--- src/rtl/reservation_station.sv ---
// Tomasulo reservation station: tagged entries wait on the common data bus,
// dispatch lowest-index READY entry to the FU, free on broadcast of own tag.
module reservation_station #(
  parameter int DEPTH        = 4,
  parameter int DATA_W       = 32,
  parameter int LABEL_W      = 5,
  parameter int STATION_BASE = 1
) (
  input  logic                       clk,
  input  logic                       nRST,
  input  logic                       issue_valid,
  output logic                       issue_ready,
  output logic [LABEL_W-1:0]         issue_label,
  input  logic [5:0]                 issue_op,
  input  logic [5:0]                 issue_func,
  input  logic [DATA_W-1:0]          issue_rs_data,
  input  logic [DATA_W-1:0]          issue_rt_data,
  input  logic [LABEL_W-1:0]         issue_rs_label,
  input  logic [LABEL_W-1:0]         issue_rt_label,
  input  logic                       BCEN,
  input  logic [LABEL_W-1:0]         BClabel,
  input  logic [DATA_W-1:0]          BCdata,
  output logic                       disp_valid,
  input  logic                       disp_ready,
  output logic [5:0]                 disp_op,
  output logic [5:0]                 disp_func,
  output logic [DATA_W-1:0]          disp_a,
  output logic [DATA_W-1:0]          disp_b,
  output logic [LABEL_W-1:0]         disp_label,
  output logic [$clog2(DEPTH+1)-1:0] occupancy
);
  localparam int OCC_W = $clog2(DEPTH+1);
  localparam int IDX_W = (DEPTH > 1) ? $clog2(DEPTH) : 1;

  typedef enum logic [1:0] {S_FREE, S_WAIT, S_READY, S_EXEC} state_t;

  state_t              r_state [DEPTH];
  logic [5:0]          r_op    [DEPTH];
  logic [5:0]          r_func  [DEPTH];
  logic [DATA_W-1:0]   r_a     [DEPTH];
  logic [DATA_W-1:0]   r_b     [DEPTH];
  logic [LABEL_W-1:0]  r_la    [DEPTH];
  logic [LABEL_W-1:0]  r_lb    [DEPTH];

  logic [IDX_W-1:0]    w_iss_idx, w_disp_idx;
  logic                w_any_free, w_any_ready;
  logic [OCC_W-1:0]    w_occ;
  logic                w_issue, w_disp;
  logic                w_byp_a, w_byp_b;
  logic [DATA_W-1:0]   w_new_a, w_new_b;
  logic [LABEL_W-1:0]  w_new_la, w_new_lb;

  // Descending scan so the lowest matching index wins.
  always_comb begin
    w_iss_idx   = '0;
    w_disp_idx  = '0;
    w_any_free  = 1'b0;
    w_any_ready = 1'b0;
    w_occ       = '0;
    for (int i = DEPTH-1; i >= 0; i--) begin
      if (r_state[i] == S_FREE) begin
        w_any_free = 1'b1;
        w_iss_idx  = IDX_W'(i);
      end
      if (r_state[i] == S_READY) begin
        w_any_ready = 1'b1;
        w_disp_idx  = IDX_W'(i);
      end
      if (r_state[i] != S_FREE) w_occ = w_occ + OCC_W'(1);
    end
  end

  assign w_issue = issue_valid && w_any_free;
  assign w_disp  = w_any_ready && disp_ready;

  // Same-cycle bus bypass into the issuing operands.
  assign w_byp_a  = BCEN && (issue_rs_label != '0) && (issue_rs_label == BClabel);
  assign w_byp_b  = BCEN && (issue_rt_label != '0) && (issue_rt_label == BClabel);
  assign w_new_a  = w_byp_a ? BCdata : issue_rs_data;
  assign w_new_b  = w_byp_b ? BCdata : issue_rt_data;
  assign w_new_la = w_byp_a ? '0 : issue_rs_label;
  assign w_new_lb = w_byp_b ? '0 : issue_rt_label;

  for (genvar g = 0; g < DEPTH; g++) begin : g_ent
    localparam logic [LABEL_W-1:0] TAG = LABEL_W'(STATION_BASE + g);
    logic w_hit_a, w_hit_b;
    assign w_hit_a = BCEN && (r_la[g] != '0) && (r_la[g] == BClabel);
    assign w_hit_b = BCEN && (r_lb[g] != '0) && (r_lb[g] == BClabel);

    always_ff @(posedge clk) begin
      if (nRST) begin
        r_state[g] <= S_FREE;
        r_op[g]    <= '0;
        r_func[g]  <= '0;
        r_a[g]     <= '0;
        r_b[g]     <= '0;
        r_la[g]    <= '0;
        r_lb[g]    <= '0;
      end else begin
        case (r_state[g])
          S_FREE: if (w_issue && (w_iss_idx == IDX_W'(g))) begin
            r_op[g]    <= issue_op;
            r_func[g]  <= issue_func;
            r_a[g]     <= w_new_a;
            r_b[g]     <= w_new_b;
            r_la[g]    <= w_new_la;
            r_lb[g]    <= w_new_lb;
            r_state[g] <= (w_new_la == '0 && w_new_lb == '0) ? S_READY : S_WAIT;
          end
          S_WAIT: begin
            if (w_hit_a) begin
              r_a[g]  <= BCdata;
              r_la[g] <= '0;
            end
            if (w_hit_b) begin
              r_b[g]  <= BCdata;
              r_lb[g] <= '0;
            end
            if ((w_hit_a || r_la[g] == '0) && (w_hit_b || r_lb[g] == '0))
              r_state[g] <= S_READY;
          end
          S_READY: if (w_disp && (w_disp_idx == IDX_W'(g))) r_state[g] <= S_EXEC;
          // Own-tag broadcasts in WAIT/READY are protocol errors and fall through here.
          S_EXEC:  if (BCEN && (BClabel == TAG)) r_state[g] <= S_FREE;
          default: r_state[g] <= S_FREE;
        endcase
      end
    end
  end

  assign issue_ready = w_any_free;
  assign issue_label = LABEL_W'(STATION_BASE) + LABEL_W'(w_iss_idx);
  assign disp_valid  = w_any_ready;
  assign disp_op     = w_any_ready ? r_op[w_disp_idx]   : '0;
  assign disp_func   = w_any_ready ? r_func[w_disp_idx] : '0;
  assign disp_a      = w_any_ready ? r_a[w_disp_idx]    : '0;
  assign disp_b      = w_any_ready ? r_b[w_disp_idx]    : '0;
  assign disp_label  = w_any_ready ? (LABEL_W'(STATION_BASE) + LABEL_W'(w_disp_idx)) : '0;
  assign occupancy   = w_occ;
endmodule

--- config.mk ---
export PLATFORM = sky130hd
export DESIGN_NAME = reservation_station
export DESIGN_NICKNAME = d
export VERILOG_FILES = /design/src/rtl/reservation_station.sv
export SDC_FILE = /design/constraint.sdc
export NUM_CORES = 1
export LEC_CHECK = 0
export CAP_MARGIN = 15
export CORE_MARGIN = 3
export CORE_UTILIZATION = 30
export CTS_CLUSTER_DIAMETER = 80
export DETAILED_ROUTE_END_ITERATION = 10
export GPL_TIMING_DRIVEN = 0
export HOLD_SLACK_MARGIN = 0.03
export SYNTH_ARGS = -nofsm -noshare
export SYNTH_HDL_FRONTEND = slang
export SYNTH_SLANG_ARGS = --single-unit
--- constraint.sdc ---
create_clock -name clk -period 4.7 [get_ports clk]
set_input_delay 0.94 -clock clk [delete_from_list [all_inputs] [get_ports clk]]
set_output_delay 0.94 -clock clk [all_outputs]
set_load 0.02 [all_outputs]
==> results list, run 1 <==
- Routability-driven placement finished with a final weighted congestion of 0.877.
- After the flow finishes, the layout carries non-filler instances totaling 2268.
* Number of sinks on the clock net: 352
- For this configuration, the core starts out at a cell density of 30.4%.
- Combinational logic is responsible for 17.2% of the overall power.
- STA classifies the critical path endpoint as an output port.
* Status: completed
- Stages on worst setup path: 8
- The library cells used most frequently in the layout, excluding fill and tap cells, are 352 x sky130_fd_sc_hd__edfxtp_1, 256 x sky130_fd_sc_hd__a22o_1, 181 x sky130_fd_sc_hd__clkdlybuf4s50_1.
* Post-CTS setup buffer count: 0
* Post-route cell area: 0.0221 sq mm
- Setup repair after global routing could not meet its margin everywhere.
- Total number of vias: 12300
- Critical path arrival: 3680 ps
- # nets final: 1599
- Relative to the synthesized area, the layout overhead comes to 23.2%.
- Critical Setup Path Class: register to output port
- Rows: 89
- Core region area: ~0.06 sq mm
- Internal power component: 5.90 mW
- Longest Clk Path Bufs: 3
- Final cycle utilization of the critical path: a little over nine tenths
* TritonCTS clock tree: built
- Counting flops with a built-in enable in the synthesized netlist gives 352.
* Crit start category: register
* Die outline width: roughly 250 um
- Setup slack after layout: slightly below 80 ps
* CP required: 3760 ps
- Total CTS buffers: 38
- Instance count of the mapped netlist: about 1200
* Cts hold-fix bufs: 0
* Boundary pin count: 219
* Maximum number of pins on one net before global-route repair: 23
- First-pass GRT wire length: 84.5 mm
* Register bit count reported by yosys: 352
* Maximum operating frequency: 216 MHz
* Crit path cell chain: nor2b_1 > nor2_1 > nor3_2 > buf_2 > buf_2 > mux4_2 > and2_1 > clkdlybuf4s50_1
* Post-detailed-placement half-perimeter wirelength: 41.0 mm
- Layout cell share with drive strength beyond 1: 16.0%
- Sw power: 2.05 mW
- At the pin with the least slew margin, the transition time is 830 ps.
- Worst Path Buf+Inv: 3
- Critical-path top delay cell: sky130_fd_sc_hd__clkdlybuf4s50_1
- Prior to clock tree synthesis, the placed netlist has a worst setup slack of roughly 500 ps.
- The netlist uses 52 different library cells.
- Global routing consumed, over all layers together, 18.1% of the routing resources.
* 1st-iter DRT viols: 977
- Most frequent standard cell in the layout excluding fill and tap cells: sky130_fd_sc_hd__edfxtp_1
* Synth Cell Area: around 0.018 sq mm
* Path type of the worst min-delay path: register to register
- Critical register-to-register path startpoint: r_state[2][1]
* Die area: 0.0629 sq mm
* Largest clock skew in the final design: 18.2 ps
* Setup violation total in the final timing report: 0
* Final number of hold-violating endpoints: 0
- After detailed routing, the average wire length per cell comes to 25.8 um.
* Max Fanout on Critical Path: 10
- Power spread over the standard cell area amounts to 359 mW/mm^2.
* Avg Vias per Cell: 5.43
- Critical path capture point: disp_b[5]
* Clk Latency, worst-skew pair: 540 ps
- Setup TNS: 0 ps
* Leak: 8.00 nW
* Root Buffer Master: sky130_fd_sc_hd__clkbuf_16
- Sequential share of power: 46.7%
- In this run the tightest slew margin relative to its limit is 44.1%.
- Die boundary height: about 250 um
- Number of buffer cells added on primary ports: 181
- Critical Path Most Common Cell: sky130_fd_sc_hd__buf_2
- Reg-to-reg setup timing slack: 960 ps
- Aggregate routed wire length: 58.5 mm
* Delay of the slowest cell on the worst path: 550 ps
- The worst register-to-register path has a depth of 9.
* Routed Antenna Nets: 0
* H-tree Lvls: 2
- The total overflow left after global routing is 0.
* Final Critical Period: 4620 ps
* DRC errors left: 0
- Share of the core filled with cells: 37.4%
- On the final layout, the worst hold slack is 818 ps.
- Clock-pin transition on the worst setup and hold timing paths: ~60 ps
- The design draws 7.95 mW.
- Number of slew-limit violations in the final report: 0
- Once placement finished, the instance area stood at approximately 0.021 sq mm.
- Counting the fill cells in the layout gives between 5000 and 6000.
* Yosys warns: 0
- The number of global-route vias before repair is 12500.
- Share of synthesized area occupied by flip-flops and latches: roughly 59%
* First-pass iteration count of the detailed router: 5
- Endpoint of the lowest-slack register-to-register path: r_a[2][3]
* Switching share of total power: 25.8%
- Counting flops with an async set or reset pin after synthesis yields a share of 0%.
- Placed Cells incl. Taps: around 2200
- In this run the worst setup path begins at r_state[3][0].
- Most instantiated flip-flop cell in the synthesis netlist: sky130_fd_sc_hd__edfxtp_1
- The clock network burns a little over a third of the power.
* Kind of cell adding the most delay to the critical path: buffers and inverters
- Number of antenna violations at the first check in global routing: 16
* Count of maximum capacitance violations: 0
- Mean instance size in the synthesized netlist: 14.7 sq um
* Peak ir drop on the vdd network: 197 uV
==> logic make-up after synthesis <==
family | after synthesis | share of synthesized area [%]
xor+xnor | 51 | 2.49
buf+inv | 144 | 4.17
flops | 352 | 58.8
simple gates | 284 | 9.46
other cells | 1 | 0.0209
compound gates | 304 | 14.6
mux | 77 | 9.59
fa+ha+maj | 13 | 0.905
==> state kept, by name, indices dropped and copies added, names as in the netlist <==
name,flops
r_la,20
r_func,24
r_lb,20
r_b,128
r_state,8
r_a,128
r_op,24
==> worst register-to-register path: cells and delay by family (launching register included) <==
family,cells,cell delay (ps)
adders and majority gates,2,520
DFF,1,420
and+or+nand+nor,3,1240
AOI/OAI and AO/OA,2,860
buffers and inverters,2,570
==> power by group through the flow <==
stage	combinational, mW	clock [mW]	sequential, mW
CTS	1.39	2.90	3.72
global route	1.45	3.03	3.73
detailed placement	1.38	0	3.78
floorplan	0.750	0	3.76
finish	1.37	2.87	3.72
global placement	1.34	0	3.78
==> layout make-up <==
cell class / count / area (sq um) / area share, %
tap: 773 / 967 / 4.37
sequential: 352 / 10600 / 47.8
clock inverter: 18 / 138 / 0.622
buffer: 133 / 711 / 3.21
clock buffer: 49 / 1010 / 4.58
multi-input combinational: 733 / 6680 / 30.2
timing repair buffer: 189 / 1990 / 8.98
antenna: 10 / 25.0 / 0.113
inverter: 11 / 41.3 / 0.187
==> worst min path at each step <==
| stage | cells after the start | slack (ps) | endpoint | start |
|---|---|---|---|---|
| 6_report | 2 | 820 | r_state[2][0] | r_state[2][1] |
| 5_1_grt | 2 | 890 | r_state[2][1] | r_state[2][1] |
| 4_1_cts | 2 | 820 | r_state[2][1] | r_state[2][1] |
| 3_5_place_dp | 2 | 800 | r_state[2][0] | r_state[2][1] |
| 3_3_place_gp | 2 | 790 | r_state[2][1] | r_state[2][1] |
| 2_1_floorplan | 3 | 750 | r_state[2][0] | r_state[2][0] |
==> routing by layer <==
metal,GRT usage [%],routed length (um)
met5,0,80
met4,5.05,1110
met3,4.65,4930
met2,30.6,28800
met1,23.2,23600
==> what timing repair did <==
action,CTS,global route
hold endpoints to repair,0,0
resized for setup,0,5
endpoints found under the setup margin,0,37
==> Yosys cell counts (7+ instances only) <==
cell type                    n  share of area [%]
sky130_fd_sc_hd__a22o_1    256                 12
sky130_fd_sc_hd__and2_1    131                4.6
sky130_fd_sc_hd__and3_1     35                1.2
sky130_fd_sc_hd__buf_1      32               0.67
sky130_fd_sc_hd__buf_2      44                1.2
sky130_fd_sc_hd__buf_4      21               0.88
sky130_fd_sc_hd__buf_6      10               0.63
sky130_fd_sc_hd__clkbuf_1   26               0.54
sky130_fd_sc_hd__edfxtp_1  352                 59
sky130_fd_sc_hd__ha_1       13               0.91
sky130_fd_sc_hd__inv_1      11               0.23
sky130_fd_sc_hd__mux4_2     76                9.5
sky130_fd_sc_hd__nand2_1    23               0.48
sky130_fd_sc_hd__nand3_1     8               0.22
sky130_fd_sc_hd__nand4_1     9               0.31
sky130_fd_sc_hd__nor2_1     30               0.63
sky130_fd_sc_hd__nor2b_1     7               0.24
sky130_fd_sc_hd__o21ai_0    11               0.31
sky130_fd_sc_hd__o21ai_2     7               0.34
sky130_fd_sc_hd__o21ba_2     8               0.45
sky130_fd_sc_hd__or4_1      18               0.75
sky130_fd_sc_hd__xnor2_1    44                2.1
sky130_fd_sc_hd__xor2_1      7               0.34
Power figures use the tool's default switching activity.
==> run 2: changes to the inputs <==
Settings changed: CORE_MARGIN 3 to 1.5, CORE_UTILIZATION 30 to 60, PLACE_DENSITY set to 0.85, SLEW_MARGIN set to 15.
==> results list, run 2 (same netlist as run 1, synthesis figures left out) <==
* Layout-stage area growth over the synthesis result: 20.8% (was 23.2%)
- Worst-case headroom to the max-slew limit: 43.1% (was 44.1%)
- The worst-margin pin slew was 853 ps (was 830 ps).
- Endpoint of the lowest-slack register-to-register path: r_a[2][30] (was r_a[2][3])
- The number of vias per cell after detailed routing came to 6.83 (was 5.43).
- The upper clock frequency limit was 220 MHz (was 216 MHz).
- The count of buffers inserted at the top-level ports is 181 (unchanged).
* Final number of hold-violating endpoints: 0 (unchanged)
- First-pass GRT wire length: 75.7 mm (was 84.5 mm)
- Die boundary height: 176 um (was 251 um)
- The origin of the critical flop-to-flop path is r_state[3][0] (was r_state[2][1]).
- Seq. cell area: 0.0106 sq mm (unchanged)
* Clock-pin transition on the worst setup and hold timing paths: 50 ps (was 60 ps)
* Core region area: 0.0296 sq mm (was 0.0591 sq mm)
- Aggregate routed wire length: 50.9 mm (was 58.5 mm)
- The signal arrival time at the worst endpoint came to 3600 ps (was 3680 ps).
- Final Critical Period: 4540 ps (was 4620 ps)
- Max Fanout on Critical Path: 10 (unchanged)
- The total power per unit cell area was 367 mW/mm^2 (was 359 mW/mm^2).
- Routed Antenna Nets: 0 (unchanged)
- The depth of the most critical reg-to-reg path came to 9 (unchanged).
- Boundary pin count: 219 (unchanged)
- Leading registers by flop count: r_a (128), r_b (128) (unchanged).
* Final weighted congestion in routability-driven placement: 0.905 (was 0.877)
- The area occupied by multi-input gates came to 0.00669 sq mm (was 0.00668 sq mm).
* First-pass iteration count of the detailed router: 6 (was 5)
* Maximum number of pins on one net before global-route repair: 27 (was 23)
* Number of sinks on the clock net: 352 (unchanged)
- The initial antenna violation count came to 7 (was 16).
- Die area: 0.0310 sq mm (was 0.0629 sq mm)
* Critical Path End Type: output port (unchanged)
* Vias in the first global route: 13000 (was 12500)
* Path type of the worst min-delay path: register to register (unchanged)
- The internal reg-to-reg setup slack is 1070 ps (was 960 ps).
* Leak: 8.02 nW (was 8.00 nW)
- CP required: 3760 ps (about the same)
- Peak ir drop on the vdd network: 324 uV (was 197 uV)
* Total Routing Usage GR: 33.1% (was 18.1%)
- Per-cell routed wire length: 27.1 um (was 25.8 um)
- Critical Setup Path Class: register to output port (unchanged)
- # nets final: 1598 (was 1599)
* Residual overflow from global routing: 0 (unchanged)
- The final number of setup-violating endpoints is 0 (unchanged).
- Unrepaired setup endpoints after global routing: no (was yes)
- Crit start category: register (unchanged)
- The startpoint of the worst setup timing path was r_state[3][0] (unchanged).
* Rows: 63 (was 89)
- Initial Utilization: 60.8% (was 30.4%)
- The setup fix buffers added after clock tree synthesis came to 0 (unchanged).
* Total CTS buffers: 36 (was 38)
* Post-detailed-placement half-perimeter wirelength: 34.1 mm (was 41.0 mm)
* Setup slack after layout: 162 ps (was 77.0 ps)
* Longest Clk Path Bufs: 3 (unchanged)
* Filler Cells Inserted: 1853 (was 5538)
- Final cycle utilization of the critical path: 96.5% (was 98.4%)
- The number of DRC markers after the initial detailed-route iteration came to 1819 (was 977).
* Count of maximum capacitance violations: 0 (unchanged)
- The worst clock skew on the final layout is 18.6 ps (was 18.2 ps).
- The most common cell after layout, fill and taps aside is sky130_fd_sc_hd__edfxtp_1 (unchanged).
- The total placed instance area came to 0.0205 sq mm (was 0.0210 sq mm).
* DRC errors left: 0 (unchanged)
* H-tree Lvls: 2 (unchanged)
- Post-route cell area: 0.0217 sq mm (was 0.0221 sq mm)
- Total number of vias: 12800 (was 12300)
- The number of pins with negative max-slew slack in the final report is 0 (unchanged).
* Die outline width: 176 um (was 251 um)
- The pre-CTS setup slack was 608 ps (was 501 ps).
* TritonCTS clock tree: built (unchanged)
* Critical path capture point: disp_a[1] (was disp_b[5])
- The insertion delay of the later-clocked pin in the worst-skew pair is 530 ps (was 540 ps).
- The clock root buffer master was sky130_fd_sc_hd__clkbuf_16 (unchanged).
* Leading cell types in the layout, fill and taps excluded: 352 x sky130_fd_sc_hd__edfxtp_1, 256 x sky130_fd_sc_hd__a22o_1, 181 x sky130_fd_sc_hd__clkdlybuf4s50_1 (unchanged)
* Status: completed (unchanged)
- The ratio of cells with drive above 1 in the final layout was 16.1% (was 16.0%).
## run 2: changes by cell type in the layout (fill, tap and decap cells not counted), sizes merged
cell	previous run	this run
inv	13	11
diode	10	5
bufinv	2	4
clkbuf	75	72
## run 2: timing repair
item	CTS	global route
hold buffers	0	0
resized for setup	0	2
setup endpoints to repair	0	50
## run 2: area by class of cell
type / count / share of cell area, %
Sequential cell: 352 / 48.7
Multi-Input combinational cell: 733 / 30.8
Timing Repair Buffer: 190 / 9.32
Clock buffer: 45 / 4.50
Buffer: 133 / 3.27
Tap cell: 390 / 2.25
Clock inverter: 18 / 0.882
Inverter: 11 / 0.190
Antenna cell: 5 / 0.0577
## run 2: where the power goes
part,switching (mW),internal [mW],leakage (nW),total (mW)
Combinational,0.735,0.619,3.79,1.35
Clock,1.19,1.69,0.572,2.89
Sequential,0.0632,3.66,3.66,3.72
Total,1.99,5.97,8.02,7.96
## run 2: routing by layer
metal,vias up,track usage [%],wire [um],share of wire (%)
met1,6345,42.9,17900,35
met3,138,6.63,5900,12
met5,-,0,17,0.033
li1,5341,-,-,-
met4,2,13.5,1830,3.6
met2,1000,54.9,25200,50
## run 2: through the flow
step | hold WS (ps) | cells | power (mW) | TNS [ps] | util [%]
finish | 857 | 1877 | 7.96 | 0 | 73.4
global route | 907 | 1876 | 8.16 | 0 | 73.4
CTS | 846 | 1872 | 7.95 | 0 | 73.3
detailed placement | 798 | 1809 | 5.12 | 0 | 69.4
global placement | 779 | 1800 | 5.06 | -6380 | 68.6
floorplan | 747 | 1229 | 4.51 | 0 | -
## run 2: worst min path at each step
stage                       start             to  slack (ps)  cells past startpoint
floorplan           r_state[2][0]  r_state[2][0]         750                      3
global placement    r_state[2][1]  r_state[2][1]         780                      2
detailed placement  r_state[2][1]  r_state[2][0]         800                      2
CTS                 r_state[3][1]  r_state[3][1]         850                      2
global route        r_state[3][1]  r_state[3][1]         910                      2
finish              r_state[3][1]  r_state[3][1]         860                      2
## run 2: critical path, stage by stage, from the launching register on
cell                              delay [ps]
sky130_fd_sc_hd__edfxtp_1                430
sky130_fd_sc_hd__nor2b_1                 260
sky130_fd_sc_hd__nor2_1                  150
sky130_fd_sc_hd__nor3_4                  370
sky130_fd_sc_hd__clkbuf_1                690
sky130_fd_sc_hd__mux4_2                  410
sky130_fd_sc_hd__and2_1                  210
sky130_fd_sc_hd__clkdlybuf4s50_1         560
